**config.mk**
```make
export PLATFORM = sky130hd
export DESIGN_NAME = dmem_sweep
export DESIGN_NICKNAME = d
export VERILOG_FILES = /design/src/rtl/dmem_pkg.sv /design/src/rtl/dmem_sweep_ctrl.sv /design/src/rtl/dmem_sweep.sv
export SDC_FILE = /design/constraint.sdc
export NUM_CORES = 1
export LEC_CHECK = 0
export ABC_AREA = 1
export CORE_UTILIZATION = 40
export DETAILED_ROUTE_END_ITERATION = 7
export GPL_ROUTABILITY_DRIVEN = 1
export PLACE_DENSITY_LB_ADDON = 0.12
export SLEW_MARGIN = 20
export SYNTH_ARGS = -nofsm -noshare
export SYNTH_HDL_FRONTEND = slang
export SYNTH_SLANG_ARGS = --single-unit
```
**constraint.sdc**
```tcl
create_clock -name clk -period 1.6 [get_ports clk]
set_input_delay 0.16 -clock clk [delete_from_list [all_inputs] [get_ports clk]]
set_output_delay 0.16 -clock clk [all_outputs]
set_load 0.01 [all_outputs]
```
**src/rtl/dmem_pkg.sv**
```systemverilog
// rtl/dmem_pkg.sv - shared state type, default geometry and parity helper for dmem_sweep
package dmem_pkg;

  typedef enum logic {
    CLEAR = 1'b0,
    RUN   = 1'b1
  } state_e;

  localparam int DEF_DATA_W = 4;
  localparam int DEF_DEPTH  = 16;
  localparam int DEF_ADDR_W = 4;

  // Callers zero-extend narrower words; the extra zeros do not change the result.
  function automatic logic even_parity(input logic [63:0] v);
    return ^v;
  endfunction

endpackage

```
**src/rtl/dmem_sweep_ctrl.sv**
```systemverilog
// rtl/dmem_sweep_ctrl.sv - CLEAR/RUN sequencer: sweep pointer, ready and write-drop flags
module dmem_sweep_ctrl
  import dmem_pkg::*;
#(
  parameter int DEPTH  = DEF_DEPTH,
  parameter int ADDR_W = DEF_ADDR_W
) (
  input  logic              clk,
  input  logic              rst,
  input  logic              clr_i,
  input  logic              we_i,
  input  logic              addr_ok_i,
  output state_e            state_o,
  output logic [ADDR_W-1:0] ptr_o,
  output logic              ready_o,
  output logic              wr_drop_o
);

  localparam logic [ADDR_W-1:0] LAST = ADDR_W'(DEPTH - 1);

  state_e            state_q, state_d;
  logic [ADDR_W-1:0] ptr_q, ptr_d;
  logic              ready_q, ready_d;
  logic              drop_q, drop_d;

  always_ff @(posedge clk or posedge rst) begin
    if (rst) begin
      state_q <= CLEAR;
      ptr_q   <= '0;
      ready_q <= 1'b0;
      drop_q  <= 1'b0;
    end else begin
      state_q <= state_d;
      ptr_q   <= ptr_d;
      ready_q <= ready_d;
      drop_q  <= drop_d;
    end
  end

  always_comb begin
    state_d = state_q;
    ptr_d   = ptr_q;
    // ready trails the state by one cycle so it rises DEPTH+1 cycles after reset
    ready_d = (state_q == RUN);
    drop_d  = 1'b0;
    case (state_q)
      CLEAR: begin
        drop_d = we_i;
        if (ptr_q == LAST) begin
          ptr_d   = '0;
          state_d = RUN;
        end else begin
          ptr_d = ptr_q + ADDR_W'(1);
        end
      end
      RUN: begin
        drop_d = we_i && !addr_ok_i;
        if (clr_i) begin
          state_d = CLEAR;
          ptr_d   = '0;
        end
      end
      default: state_d = CLEAR;
    endcase
  end

  assign state_o   = state_q;
  assign ptr_o     = ptr_q;
  assign ready_o   = ready_q;
  assign wr_drop_o = drop_q;

endmodule

```
**src/rtl/dmem_sweep.sv**
```systemverilog
// rtl/dmem_sweep.sv - data memory with clear sweep, registered primary/debug reads, write-first forwarding
// Optional stored parity and par_err flag when DMEM_PARITY_EN is defined.
module dmem_sweep
  import dmem_pkg::*;
#(
  parameter int                DATA_W   = DEF_DATA_W,
  parameter int                DEPTH    = DEF_DEPTH,
  parameter int                ADDR_W   = DEF_ADDR_W,
  parameter logic [DATA_W-1:0] INIT_VAL = '0
) (
  input  logic              clk,
  input  logic              rst,
  input  logic              clr,
  input  logic              WE,
  input  logic [ADDR_W-1:0] addr,
  input  logic [DATA_W-1:0] DI,
  output logic [DATA_W-1:0] DO,
  input  logic [ADDR_W-1:0] doutadr,
  output logic [DATA_W-1:0] dout,
  output logic              ready,
  output logic              wr_drop,
  output logic              par_err
);

`ifdef DMEM_PARITY_EN
  localparam int WORD_W = DATA_W + 1;
`else
  localparam int WORD_W = DATA_W;
`endif

  localparam logic [ADDR_W:0] DEPTH_W = (ADDR_W + 1)'(DEPTH);

  function automatic logic [WORD_W-1:0] enc(input logic [DATA_W-1:0] v);
`ifdef DMEM_PARITY_EN
    return {even_parity(64'(v)), v};
`else
    return v;
`endif
  endfunction

  logic [WORD_W-1:0] mem [DEPTH];

  state_e            state;
  logic [ADDR_W-1:0] ptr;
  logic              addr_ok, dadr_ok, run, wr_en;
  logic [WORD_W-1:0] rd_word, dbg_word;
  logic [DATA_W-1:0] do_q, do_d, dout_q, dout_d;

  assign addr_ok  = ({1'b0, addr} < DEPTH_W);
  assign dadr_ok  = ({1'b0, doutadr} < DEPTH_W);
  assign run      = (state == RUN);
  assign wr_en    = run && WE && addr_ok;
  assign rd_word  = mem[addr];
  assign dbg_word = mem[doutadr];

  dmem_sweep_ctrl #(
    .DEPTH (DEPTH),
    .ADDR_W(ADDR_W)
  ) u_ctrl (
    .clk      (clk),
    .rst      (rst),
    .clr_i    (clr),
    .we_i     (WE),
    .addr_ok_i(addr_ok),
    .state_o  (state),
    .ptr_o    (ptr),
    .ready_o  (ready),
    .wr_drop_o(wr_drop)
  );

  always_ff @(posedge clk) begin
    if (!run) begin
      mem[ptr] <= enc(INIT_VAL);
    end else if (wr_en) begin
      mem[addr] <= enc(DI);
    end
  end

  // Write-first: a same-cycle write to the read address is returned instead of the old word.
  always_comb begin
    do_d   = '0;
    dout_d = '0;
    if (run) begin
      if (addr_ok) do_d = WE ? DI : rd_word[DATA_W-1:0];
      if (dadr_ok) dout_d = (wr_en && doutadr == addr) ? DI : dbg_word[DATA_W-1:0];
    end
  end

  always_ff @(posedge clk or posedge rst) begin
    if (rst) begin
      do_q   <= '0;
      dout_q <= '0;
    end else begin
      do_q   <= do_d;
      dout_q <= dout_d;
    end
  end

  assign DO   = do_q;
  assign dout = dout_q;

`ifdef DMEM_PARITY_EN
  logic par_q, par_d;

  assign par_d = run && addr_ok && !WE &&
                 (rd_word[DATA_W] != even_parity(64'(rd_word[DATA_W-1:0])));

  always_ff @(posedge clk or posedge rst) begin
    if (rst) par_q <= 1'b0;
    else     par_q <= par_d;
  end

  assign par_err = par_q;
`else
  assign par_err = 1'b0;
`endif

endmodule

```
==> reports/metrics.yaml <==
status: "finished clean"
hold_violations: 0
finalSetupTns_ps: 0
critPathCaptureType: "register"
min_period_over_period: 0.976
viasPerCell: 5.10
postCtsHoldBufs: 0
h-tree-depth: 3
wire_per_inst_um: 16.0
critPathSlowestCell: "dfrtp_2"
cts_tree: "yes"
fin_nets: 618
hp-class: "in -> async"
slew_violations: 0
crit_buf_inv: 2
worst_slew_pin_slew_ps: 538
drtIter0Drc: 338
power.total_mw: 7.10
synth_area_per_cell_um2: 8.17
drt_pass1_iterations: 5
grt_max_degree: 34
clockBufferDepth: 2
r2r_start: "u_ctrl.state_o"
rrSetupSlack_ps: 40
cp-startpoint: "u_ctrl.state_o"
setup.worst_path.class: "reg -> reg"
crit_fanout: 4
startpoint_type: "register"
peakVddDrop_mv: 0.523
synthTopCellsByArea: "edfxtp_1, nand2_1, nand3_1"
crit_family: "flip-flops"
p_leak_nw: 2.54
synth.top_cell.area_share: 0.445
route.vias.total: 3776
place.gp.congestion: 0.985
netlist_area_mm2: 0.00431
fin_crit_ps: 1560
relSlewSlack: 0.641
required_ps: 1690
drive_above_1_share: 0.185
die_h_um: 106
ys_warn_count: 0
ys_top_cells_by_count: "nand2_1, nand3_1, inv_1, edfxtp_1, nor2_1"
setup-violations-final: 0
synth_ff_type: "edfxtp_1"
path_clk_slew_ps: 80
maxCapViolCount: 0
insertedDiodeCount: 0
syn_nets: 545
io_buffers: 25
core.rowCount: 37
num-fill-cells: 961
insertion_delay_ps: 360
path_depth: 7
grt_usage: 0.223
async_flop_share: 0.190
path_cells: "nand2_4 > nand2_1 > o21ai_2 > nand2_1 > buf_4 > nor2_1 > buf_4"
routed_wl_mm: 11.8
synthDistinctLibCells: 27
cts_buffers: 9
crit_path_max_incr_delay_ps: 460
grt_pass1_wl_mm: 18.5
io_pins: 27
grt_pass1_vias: 3541
clock_sinks: 79
skew_ps: 10.2
area_growth_pct: 25.2
dp_hpwl_mm: 8.77
die_w_um: 106
syn-instance-count: 528
ant_nets: 0
die_area_mm2: 0.0112
core_area_mm2: 0.0104
ys_seq_elements: 79
root_buffer: "clkbuf_8"
fmax_mhz: 641
critPathArrivalTime_ps: 1650
drc: 0
overflow: 0
r2r_end: "mem[13][1]"
power.density_mw_per_mm2: 1310
fin_util: 0.521
antenna_found_initial: 0
synth_top_area_cell: "edfxtp_1"
endpoint: "mem[13][1]"
seq_area_frac_synth: 0.532
initial_core_util: 0.416
rr_worst_depth: 7
synth_edf_count: 64
yosysMostFrequentCell: "nand2_1"
==> area by class of cell <==
cell class / instances / area, um^2 / area share
flip-flops and latches: 79 / 2300 / 0.425
multi-input cells: 334 / 1630 / 0.302
repair buffers: 85 / 753 / 0.139
inverters: 92 / 350 / 0.0648
well taps: 136 / 170 / 0.0315
clock buffers: 10 / 128 / 0.0236
clock inverters: 4 / 72.6 / 0.0134
==> timing repair <==
action | CTS | global route
gates resized for setup | 5 | 33
pin swaps | 0 | 4
setup buffers | 0 | 2
endpoints found under the setup margin | 29 | 48
cloned | 0 | 1
==> placed cells by master, fill, tap and decap left out, drive strengths merged <==
cell,n
nand3,114
bufinv,2
a21oi,3
clkinvlp,1
nand2,158
ha,1
nor2,37
clkbuf,10
o211ai,8
dfrtp,15
o22ai,2
conb,1
buf,60
inv,91
clkinv,2
edfxtp,64
or2,1
clkdlybuf4s50,25
o21ai,6
o21bai,1
xor2,2
==> registers in the layout, summed over array words and instances, names as in the netlist <==
name	count
u_ctrl.ready_o	1
u_ctrl.ptr_o	4
u_ctrl.wr_drop_o	1
u_ctrl.state_o	1
DO	4
mem	64
dout	4
==> metal layers <==
layer,track usage,wire length [um]
met1,0.313,5420
met2,0.331,5300
met3,0.0421,688
met4,0.108,427
met5,0,0
==> metrics by stage <==
step | instances | hold WS [ps] | cell area, um^2 | setup WS (ps)
floorplan | 528 | 61.5 | 4310 | 29.3
global placement | 723 | 536 | 5050 | -349
detailed placement | 723 | 548 | 5050 | -321
CTS | 737 | 160 | 5270 | 22.5
global route | 740 | 192 | 5400 | -12.4
finish | 740 | 138 | 5400 | 38.8
==> worst min path at each step <==
stage                     depth (start not counted)  slack [ps]  start         endpoint
after floorplan                                   1          60    rst            DO[0]
after detailed placement                          2         550    rst  u_ctrl.ptr_o[2]
after global placement                            2         540    rst  u_ctrl.ptr_o[1]
final                                             2         140    rst  u_ctrl.ptr_o[2]
after global routing                              2         190    rst  u_ctrl.ptr_o[2]
after CTS                                         2         160    rst  u_ctrl.ptr_o[2]
==> power by group <==
group / switching, mW / total [mW] / internal [mW] / leakage (nW)
registers: 0.169 / 2.90 / 2.73 / 0.810
clock network: 0.689 / 1.55 / 0.858 / 0.0982
logic: 1.62 / 2.65 / 1.03 / 1.63
total: 2.48 / 7.10 / 4.62 / 2.54
==> worst reg2reg max path: cells and delay by family (launching register included) <==
kind / cells / cell delay, ps
simple gates: 4 / 440
buf+inv: 2 / 310
compound gates: 1 / 90
flops: 1 / 460
==> kinds of logic (layout without fill, tap and decap cells) <==
family | count (synthesis) | in the layout | synth area share
flip-flops | 79 | 79 | 0.532
XOR/XNOR | 2 | 2 | 0.00406
buffers and inverters | 116 | 191 | 0.117
AND/OR/NAND/NOR | 309 | 310 | 0.309
adder cells (fa/ha/maj) | 1 | 1 | 0.00290
other | 1 | 1 | 0.000869
AO/OA/AOI/OAI | 20 | 20 | 0.0334
No activity file was read; power rests on OpenSTA's default activity.
